<file path="config.mk">
export PLATFORM = sky130hd
export DESIGN_NAME = req_arbiter_8
export DESIGN_NICKNAME = d
export VERILOG_FILES = /design/src/rtl/arb_pkg.sv /design/src/rtl/prio_enc8.sv /design/src/rtl/req_arbiter_8.sv
export SDC_FILE = /design/constraint.sdc
export NUM_CORES = 1
export LEC_CHECK = 0
export ABC_AREA = 1
export BUFFER_PORTS_ARGS = -buffer_cell sky130_fd_sc_hd__buf_2
export CORE_ASPECT_RATIO = 0.6
export CORE_UTILIZATION = 35
export CTS_CLUSTER_DIAMETER = 100
export DETAILED_ROUTE_END_ITERATION = 12
export PLACE_DENSITY_LB_ADDON = 0.2
export SLEW_MARGIN = 20
export SYNTH_ARGS = -nofsm -noshare
export SYNTH_HDL_FRONTEND = slang
export SYNTH_SLANG_ARGS = --single-unit
</file>
<file path="constraint.sdc">
create_clock -name clk -period 3.2 [get_ports clk]
set_input_delay 0.48 -clock clk [delete_from_list [all_inputs] [get_ports clk]]
set_output_delay 0.48 -clock clk [all_outputs]
set_load 0.02 [all_outputs]
</file>
<file path="src/rtl/arb_pkg.sv">
`default_nettype none
// ============================================================================
// Module : arb_pkg
// Brief  : Shared types, sizes and the request-vector rotate helper for the
//          eight-requester arbiter.
// Rev    : 1.0
// ============================================================================
package arb_pkg;

    localparam int N    = 8;
    localparam int ID_W = 3;

    typedef enum logic [1:0] {
        ST_IDLE  = 2'd0,
        ST_GRANT = 2'd1,
        ST_GAP   = 2'd2
    } arb_state_t;

    // Rotate left by amt positions: bit i of v lands on bit (i + amt) mod N.
    function automatic logic [N-1:0] rotl8(input logic [N-1:0] v,
                                           input logic [ID_W-1:0] amt);
        logic [N-1:0] r;
        r = '0;
        for (int i = 0; i < N; i++) begin
            r[(i + int'(amt)) % N] = v[i];
        end
        return r;
    endfunction

endpackage
`default_nettype wire

</file>
<file path="src/rtl/prio_enc8.sv">
`default_nettype none
// ============================================================================
// Module : prio_enc8
// Brief  : Combinational 8-input priority encoder, highest set bit wins.
// Rev    : 1.0
// ============================================================================
module prio_enc8
    import arb_pkg::*;
(
    input  logic [N-1:0]    i_vec,
    output logic [ID_W-1:0] o_idx,
    output logic            o_vld
);

    always_comb begin
        o_idx = '0;
        o_vld = 1'b0;
        // Ascending scan so the last (highest) set bit overwrites lower ones.
        for (int i = 0; i < N; i++) begin
            if (i_vec[i]) begin
                o_idx = ID_W'(i);
                o_vld = 1'b1;
            end
        end
    end

endmodule
`default_nettype wire

</file>
<file path="src/rtl/req_arbiter_8.sv">
`default_nettype none
// ============================================================================
// Module : req_arbiter_8
// Brief  : Eight-requester arbiter, fixed or round-robin priority, registered
//          one-hot grant with bounded hold and a mandatory one-cycle gap.
// Rev    : 1.0
// ============================================================================
module req_arbiter_8 #(
    parameter int MAX_HOLD = 15,
    parameter int N        = 8
) (
    input  logic                clk,
    input  logic                rst_n,
    input  logic                en,
    input  logic                rr_mode,
    input  logic [N-1:0]        req,
    input  logic                done,
    output logic [N-1:0]        gnt,
    output logic [arb_pkg::ID_W-1:0] gnt_id,
    output logic                gnt_vld,
    output logic                idle
);
    import arb_pkg::*;

    localparam int HW = $clog2(MAX_HOLD + 1);
    localparam logic [HW-1:0] c_max_hold = HW'(MAX_HOLD);

    arb_state_t         r_state;
    arb_state_t         w_state_nxt;
    logic [N-1:0]       r_gnt;
    logic [ID_W-1:0]    r_gnt_id;
    logic               r_gnt_vld;
    logic [ID_W-1:0]    r_ptr;
    logic [HW-1:0]      r_hold;

    logic [N-1:0]       w_gnt_nxt;
    logic [ID_W-1:0]    w_gnt_id_nxt;
    logic               w_gnt_vld_nxt;
    logic [ID_W-1:0]    w_ptr_nxt;
    logic [HW-1:0]      w_hold_nxt;

    logic [N-1:0]       w_enc_in;
    logic [ID_W-1:0]    w_enc_idx;
    logic               w_enc_vld;
    logic [ID_W-1:0]    w_win;
    logic               w_start;
    logic               w_release;

    // Round-robin rotates by -ptr so encoder bit j corresponds to req[(j+ptr)%8],
    // making ptr-1 the highest priority and ptr itself the lowest.
    assign w_enc_in = rr_mode ? rotl8(req, ID_W'(0) - r_ptr) : req;
    assign w_win    = rr_mode ? (w_enc_idx + r_ptr) : w_enc_idx;

    prio_enc8 u_prio_enc8 (
        .i_vec (w_enc_in),
        .o_idx (w_enc_idx),
        .o_vld (w_enc_vld)
    );

    assign w_start   = en && w_enc_vld;
    assign w_release = done || !req[r_gnt_id] || (r_hold == c_max_hold) || !en;

    // State register plus the registered grant datapath.
    always_ff @(posedge clk) begin
        if (!rst_n) begin
            r_state   <= ST_IDLE;
            r_gnt     <= '0;
            r_gnt_id  <= '0;
            r_gnt_vld <= 1'b0;
            r_ptr     <= '0;
            r_hold    <= '0;
        end else begin
            r_state   <= w_state_nxt;
            r_gnt     <= w_gnt_nxt;
            r_gnt_id  <= w_gnt_id_nxt;
            r_gnt_vld <= w_gnt_vld_nxt;
            r_ptr     <= w_ptr_nxt;
            r_hold    <= w_hold_nxt;
        end
    end

    always_comb begin
        w_state_nxt = r_state;
        case (r_state)
            ST_IDLE:  if (w_start)   w_state_nxt = ST_GRANT;
            ST_GRANT: if (w_release) w_state_nxt = ST_GAP;
            ST_GAP:                  w_state_nxt = ST_IDLE;
            default:                 w_state_nxt = ST_IDLE;
        endcase
    end

    always_comb begin
        w_gnt_nxt     = r_gnt;
        w_gnt_id_nxt  = r_gnt_id;
        w_gnt_vld_nxt = r_gnt_vld;
        w_ptr_nxt     = r_ptr;
        w_hold_nxt    = r_hold;
        case (r_state)
            ST_IDLE: begin
                if (w_start) begin
                    w_gnt_nxt     = N'(1) << w_win;
                    w_gnt_id_nxt  = w_win;
                    w_gnt_vld_nxt = 1'b1;
                    w_hold_nxt    = HW'(1);
                end
            end
            ST_GRANT: begin
                if (w_release) begin
                    w_gnt_nxt     = '0;
                    w_gnt_vld_nxt = 1'b0;
                    w_ptr_nxt     = r_gnt_id;
                    w_hold_nxt    = '0;
                end else begin
                    w_hold_nxt    = r_hold + HW'(1);
                end
            end
            default: begin
                w_gnt_nxt     = '0;
                w_gnt_vld_nxt = 1'b0;
            end
        endcase
    end

    assign gnt     = r_gnt;
    assign gnt_id  = r_gnt_id;
    assign gnt_vld = r_gnt_vld;
    assign idle    = (r_state == ST_IDLE);

endmodule
`default_nettype wire

</file>
==> results.cfg, run 1 <==
[run_status]
failed_checks = setup timing
status = complete, but fails checks

[timing]
fin_worst_skew_ns = 0.00243
post-route-period-util = 1.02
period_minus_slack_ns = 3.26
max-slew-margin-rel = 0.729
tightestPinTransition_ns = 0.406
worst_hold_slack_ns = 0.466
rsz0062_at_grt = true
hold_violations = 0
setup_slack_ns = -0.0603
setup_viol = 8
final_max_slew_viol_count = 0
max_freq_ghz = 0.307

[critical_path]
worstReg2RegStart = r_ptr[0]
critical_path.most_common_cell = nand2_1
slowest_stage = dfxtp_2
worst_ep_required_time_ns = 3.39
worstSetupPathType = reg2reg
reg2reg_depth = 28
arrival_ns = 3.45
start_kind = register
cp-end-kind = register
worst-path-max-fanout = 5
path_buf_inv = 5
crit_family = simple AND/OR/NAND/NOR gates
r2r-end = gnt[1]
r2r_slack_ns = -0.06
cpPeakStageDelay_ns = 0.36

[power]
power.density_nw_per_um2 = 343
irDropWorstVdd_mv = 0.225
p_leak_uw = 0.00143

[clocking]
clock_latency_ns = 0.26
cts.htree.levels = 1
clk_root_buffer_cell = clkbuf_8
cts_buffer_depth = 2
path_clk_slew_ns = 0.08
numClockSinks = 20
numCtsBuffers = 3
cts_hold_buf = 0
cts_tree = yes

[global_routing]
grt_max_degree = 15
antenna_found_initial = 0
grt_pass1_vias = 2204
grt_overflow_total = 0
grt_first_pass_wirelength_um = 10800
track_usage = 0.227

[synthesis]
synth_top_cell_by_area = nand2_1
synth_flop_cell = dfxtp_1
postSynthCellCount = 372
yosysTopAreaCellShare = 0.215
synth-async-reset-ratio = 0
synth_common_cells = nand2_1 (119), inv_1 (59), nand3_1 (40), a21oi_1 (29), nor2_1 (22)
yosys-top-cells-area = nand2_1 (22%), dfxtp_1 (19%), inv_1 (11%)
synthMostInstantiatedCell = nand2_1
syn-num-nets = 390
synth-seq-cells = 20
synth_cell_types = 33
ys_seq_area_frac = 0.193
avgSynthCellArea_sq_um = 5.58
synth-edff-count = 0
netlist_area_sq_um = 2080
ys_warn_count = 0

[floorplanning]
initial_core_util = 0.367
die_x_um = 101
dieHeight_um = 61.7
core_sq_um = 5650
die-area_sq_um = 6250
rows = 21
pin_count = 26

[finish]
nFillCells = 560
stdcell_count = 515
final_core_util = 0.517
num-nets-final = 454
area_delta_synth_final_pct = 40.6
fin_area_sq_um = 2920
drive_above_1_share = 0.333
antenna_cells = 0

[place]
gp_congestion = 0.927
dp.final_hpwl_um = 5380
post-place-ws_ns = -0.225
dp.cells = 503
numPortBuffers = 25
placed_cell_area_sq_um = 2550

[route]
drt-pass1-iter-count = 4
dr_total_vias = 2595
drt-total-wl_um = 6880
routedWlPerCell_um = 13.4
drtIter0Drc = 257
vias_per_cell = 5.04
ant_nets = 0
drc = 0

[min_path]
hp-class = reg2reg
hold_end = gnt[0]
min_from = gnt[0]
min_path_cells = 2

[run]
drv_cap = 0
==> power breakdown <==
| part | internal (uW) | switching (uW) | leakage (uW) |
|---|---|---|---|
| logic | 196 | 279 | 0.00124 |
| clock network | 167 | 84.9 | 0.0000357 |
| registers | 262 | 12.8 | 0.000163 |
| total | 625 | 377 | 0.00143 |
==> registers in the layout (all words and copies together) (netlist names) <==
signal / cells
r_state: 1
gnt: 8
gnt_vld: 1
gnt_id: 3
r_ptr: 3
r_hold: 4
==> worst max-delay path by stage <==
stage	startpoint	cells after the start	slack [ns]	endpoint
after floorplan	r_ptr[0]	31	0.04	gnt[5]
after global placement	r_ptr[0]	29	-0.17	gnt[6]
after detailed placement	r_ptr[0]	28	-0.23	gnt[6]
after CTS	r_ptr[0]	26	-0.02	gnt[3]
after global routing	r_ptr[0]	29	-0.34	gnt[1]
final	r_ptr[0]	28	-0.06	gnt[1]
==> worst min-delay path: stages, from the launching register on <==
cell and delay [ns]:
dfxtp_1 0.31, nand2_1 0.06, a21oi_1 0.05
==> metal layers <==
| layer | up-vias | global-route usage | part of all wire |
|---|---|---|---|
| li1 | 1322 | - | - |
| met1 | 1168 | 0.339 | 0.52 |
| met2 | 103 | 0.332 | 0.41 |
| met3 | 2 | 0.0613 | 0.076 |
| met4 | 0 | 0.0186 | 0.00073 |
| met5 | - | 0 | 0 |
==> cell type report <==
type	count	area (sq um)	share of cell area
Clock inverter	1	30.0	0.0103
Multi-Input combinational cell	278	1580	0.543
Clock buffer	3	41.3	0.0142
Inverter	62	238	0.0815
Tap cell	80	100	0.0343
Sequential cell	20	402	0.138
Timing Repair Buffer	71	523	0.179
==> what timing repair did <==
item	4_1_cts	5_1_grt
pin swaps	16	24
resized for setup	29	38
buffers inserted	6	2
setup endpoints to repair	10	10
==> through the flow <==
stage | total power (uW) | setup TNS, ns
floorplan | 532 | 0
global placement | 672 | -1.15
detailed placement | 672 | -1.74
CTS | 965 | -0.0328
global route | 1070 | -2.80
finish | 1000 | -0.337
==> cell families after synthesis <==
kind of cell               after synthesis  share of synthesized area
DFF                                     20                      0.193
and+or+nand+nor                        213                      0.466
AOI/OAI and AO/OA                       60                      0.159
adders and majority gates                5                     0.0338
buffers and inverters                   74                      0.148
==> layout by cell type, fill, tap and decap left out, types with 4 or more instances in the layout <==
master	n
nand2_1	101
inv_1	49
buf_4	39
nand3_1	35
a21oi_1	27
buf_2	25
nand2_2	19
dfxtp_1	19
nor2_1	18
inv_2	11
o21ai_0	11
nand4_1	10
nand3_2	7
o21ai_1	7
nor2_2	6
nand2_4	4
o22ai_1	4
a21oi_2	4
buf_6	4
(Power assumes the default switching activity.)
==> inputs of run 2 (changes only) <==
==> constraint.sdc (replaced) <==
create_clock -name clk -period 3.5 [get_ports clk]
set_input_delay 0.525 -clock clk [delete_from_list [all_inputs] [get_ports clk]]
set_output_delay 0.525 -clock clk [all_outputs]
set_load 0.02 [all_outputs]
==> results.cfg, run 2 (synthesis results as in run 1) <==
[run_status]
status = finished clean

[global_routing]
grt_first_pass_wirelength_um = 10000
grt_max_degree = 15
grt_pass1_vias = 2096
antenna_found_initial = 0
grt_overflow_total = 0
track_usage = 0.206

[route]
routedWlPerCell_um = 13.5
vias_per_cell = 4.98
drt-total-wl_um = 6780
drc = 0
drtIter0Drc = 250
dr_total_vias = 2499
drt-pass1-iter-count = 6
ant_nets = 0

[clocking]
numCtsBuffers = 3
numClockSinks = 20
cts_hold_buf = 0
cts_buffer_depth = 2
cts.htree.levels = 1
cts_tree = yes
path_clk_slew_ns = 0.08
clock_latency_ns = 0.26
clk_root_buffer_cell = clkbuf_8

[place]
numPortBuffers = 25
dp.final_hpwl_um = 5120
gp_congestion = 0.977
dp.cells = 489

[min_path]
hp-class = reg2reg

[finish]
final_common_cell = nand2_1
final_cell_mix = nand2_1 (105), inv_1 (52), nand3_1 (34)
area_delta_synth_final_pct = 32.9
largest_reg_flops = 8
num-nets-final = 441
antenna_cells = 0
nFillCells = 582
stdcell_count = 502
drive_above_1_share = 0.294

[critical_path]
slowest_stage = dfxtp_2
cp-end-kind = register
cpPeakStageDelay_ns = 0.35
worstSetupPathType = reg2reg
worst_ep_required_time_ns = 3.69
worst-path-max-fanout = 5
arrival_ns = 3.54
start_kind = register
critical_path.most_common_cell = nand2_1

[floorplanning]
die-area_sq_um = 6250
die_x_um = 101
rows = 21
initial_core_util = 0.367
pin_count = 26
core_sq_um = 5650
dieHeight_um = 61.7

[timing]
hold_violations = 0
post-route-period-util = 0.958
final_max_slew_viol_count = 0
rsz0062_at_grt = true
period_minus_slack_ns = 3.35
setup_viol = 0
max_freq_ghz = 0.298
tightestPinTransition_ns = 0.419
fin_worst_skew_ns = 0.00183
max-slew-margin-rel = 0.720

[power]
report.power.total_uw = 882
p_leak_uw = 0.00137
power.density_nw_per_um2 = 320
irDropWorstVdd_mv = 0.145

[run]
drv_cap = 0
run 2: power by group:
part,switching [uW],internal [uW],total (uW),leakage (uW)
Clock,79.1,153,232,0.0000357
Sequential,11.6,239,251,0.000164
Combinational,242,156,399,0.00117
Total,333,548,882,0.00137
run 2: final timing paths:
path | start | end | slack [ns] | depth (start not counted)
max | r_ptr[0] | gnt[3] | 0.15 | 30
min | gnt[4] | gnt[4] | 0.47 | 2
max reg2reg | r_ptr[0] | gnt[3] | 0.15 | 30
min reg2reg | gnt[4] | gnt[4] | 0.47 | 2
run 2: area by class of cell:
type,count,area [sq um],area share
flip-flops and latches,20,403,0.146
multi-input cells,278,1540,0.559
well taps,80,100,0.0363
repair buffers,58,400,0.145
clock inverters,1,30.0,0.0109
inverters,62,240,0.0871
clock buffers,3,41.3,0.0150
run 2: worst max-delay path, delay by kind of cell, from the launching register on:
family,cells,cell delay [ns]
adders and majority gates,3,0.67
AOI/OAI and AO/OA,1,0.15
buffers and inverters,6,0.43
and+or+nand+nor,20,1.67
DFF,1,0.35
run 2: through the flow:
stage / setup slack, ns / util / area, sq um / hold slack (ns) / TNS [ns]
floorplan: 0.223 / - / 2080 / 0.448 / 0
global placement: 0.0222 / 0.428 / 2420 / 0.451 / 0
detailed placement: 0.00372 / 0.428 / 2420 / 0.456 / 0
CTS: -0.00249 / 0.442 / 2500 / 0.467 / -0.00249
global route: -0.147 / 0.488 / 2760 / 0.480 / -0.717
finish: 0.147 / 0.488 / 2760 / 0.466 / 0
run 2: timing repair:
item                                   4_1_cts  5_1_grt
cloned                                       0        0
endpoints found under the hold margin        0        0
setup buffers                                0        9
pin swaps                                    0       16
gates resized for setup                      2       59
setup endpoints to repair                    4       10
run 2: routing by layer:
layer	part of all wire	track usage	vias to the layer above
met1	0.48	0.317	1085
li1	-	-	1295
met2	0.41	0.294	113
met5	0	0	-
met4	0.0052	0.0124	0
met3	0.10	0.0545	6
==> inputs of run 3 (changes only) <==
--- a/config.mk
+++ b/config.mk
@@ -6,11 +6,11 @@
 export NUM_CORES = 1
 export LEC_CHECK = 0
 export ABC_AREA = 1
-export BUFFER_PORTS_ARGS = -buffer_cell sky130_fd_sc_hd__buf_2
 export CORE_ASPECT_RATIO = 0.6
 export CORE_UTILIZATION = 35
 export CTS_CLUSTER_DIAMETER = 100
 export DETAILED_ROUTE_END_ITERATION = 12
+export DONT_BUFFER_PORTS = 1
 export PLACE_DENSITY_LB_ADDON = 0.2
 export SLEW_MARGIN = 20
 export SYNTH_ARGS = -nofsm -noshare
==> results.cfg, run 3 (synthesis results as in run 1) <==
[run_status]
status = finished clean

[floorplanning]
rows = 21
core_sq_um = 5650
dieHeight_um = 61.7
die_x_um = 101
die-area_sq_um = 6250
initial_core_util = 0.367
pin_count = 26

[place]
numPortBuffers = 0
gp_congestion = 0.956
placed_cell_area_sq_um = 2250
dp.final_hpwl_um = 5100
post-place-ws_ns = -0.110
dp.cells = 460

[timing]
tns_ns = 0
rsz0062_at_grt = true
setup_slack_ns = 0.129
max_freq_ghz = 0.297
tightestPinTransition_ns = 0.594
max-slew-margin-rel = 0.602
final_max_slew_viol_count = 0
fin_worst_skew_ns = 0.00500
setup_viol = 0
hold_violations = 0
period_minus_slack_ns = 3.37
post-route-period-util = 0.963

[global_routing]
grtUsageMet2 = 0.295
track_usage = 0.212
grt_max_degree = 14
met1_usage = 0.339
antenna_found_initial = 0
grt_overflow_total = 0
grt_first_pass_wirelength_um = 10300
grtUsageMet3 = 0.0409
top_usage_layer = met1
grt_pass1_vias = 2050

[clocking]
cts_tree = yes
numClockSinks = 20
path_clk_slew_ns = 0.08
cts.htree.levels = 1
cts_buffer_depth = 2
numCtsBuffers = 3
clk_root_buffer_cell = clkbuf_8
cts_hold_buf = 0
clock_latency_ns = 0.26

[min_path]
hp-class = in2reg
min_from = rst_n
min_path_cells = 2

[critical_path]
critical_path.most_common_cell = nand2_1
worstSetupPathType = reg2reg
cpPeakStageDelay_ns = 0.38
worst-path-max-fanout = 5
startpoint = r_ptr[0]
worst_ep_required_time_ns = 3.69
cp-end-kind = register
slowest_stage = fa_2
r2r_slack_ns = 0.13
start_kind = register
arrival_ns = 3.56
worstReg2RegStart = r_ptr[0]
reg2reg_depth = 29

[route]
dr_total_vias = 2523
drc = 0
routedWlPerCell_um = 14.7
drtIter0Drc = 243
drt-pass1-iter-count = 5
drt-total-wl_um = 6980
vias_per_cell = 5.32
ant_nets = 0

[finish]
final_common_cell = nand2_1
largest_reg_flops = 8
num-nets-final = 413
antenna_cells = 0
final_cell_mix = nand2_1 (100), inv_1 (49), nand3_1 (35)
stdcell_count = 474
final_core_util = 0.462
drive_above_1_share = 0.266
area_delta_synth_final_pct = 25.7
fin_area_sq_um = 2610

[power]
power.density_nw_per_um2 = 303
p_leak_uw = 0.00122
irDropWorstVdd_mv = 0.183

[run]
drv_cap = 0
[run 3: cell count changes in the layout (fill, tap and decap cells not counted), moves of 2 or more]
cell and change:
nand2_2 +7, nand2_1 -5, nand2_4 -2, inv_1 -3, buf_4 -6, buf_2 -25
inv_2 +4, buf_6 +3
[run 3: worst paths after layout]
kind                             endpoint
worst max register to register     gnt[1]
worst min-delay path            gnt_id[0]
worst max-delay path               gnt[1]
worst min register to register  r_hold[3]
[run 3: metal layers]
metal / vias up / routed length [um]
met5: - / 0
met4: 0 / 72
met3: 12 / 841
met2: 131 / 2740
met1: 1142 / 3320
li1: 1238 / -
[run 3: cell type report]
| class | count | area (sq um) |
|---|---|---|
| Clock buffer | 4 | 55.1 |
| Inverter | 62 | 238 |
| Multi-Input combinational cell | 279 | 1570 |
| Timing Repair Buffer | 29 | 244 |
| Fill cell | 603 | 3040 |
| Sequential cell | 20 | 403 |
| Tap cell | 80 | 100 |
[run 3: timing repair]
item | in CTS | in global routing
gates resized for setup | 9 | 63
setup buffers | 0 | 9
setup endpoints to repair | 9 | 10
pin swaps | 1 | 35
gates cloned | 0 | 1
[run 3: where the power goes]
group / switching (uW) / internal [uW] / leakage, uW / total (uW)
clock: 74.8 / 100 / 0.0000288 / 175
combinational: 222 / 131 / 0.00103 / 353
sequential: 23.8 / 240 / 0.000164 / 263
total: 321 / 471 / 0.00122 / 792
[run 3: worst max-delay path, delay by kind of cell, from the launching register on]
family | cells | cell delay, ns
AOI/OAI and AO/OA | 1 | 0.15
adders and majority gates | 3 | 0.81
buffers and inverters | 5 | 0.22
DFF | 1 | 0.34
and+or+nand+nor | 20 | 1.76
[run 3: through the flow]
stage,hold WS (ns),total power (uW)
after floorplan,0.448,484
after global placement,0.492,553
after detailed placement,0.493,553
after CTS,0.403,736
after global routing,0.414,848
final,0.404,792
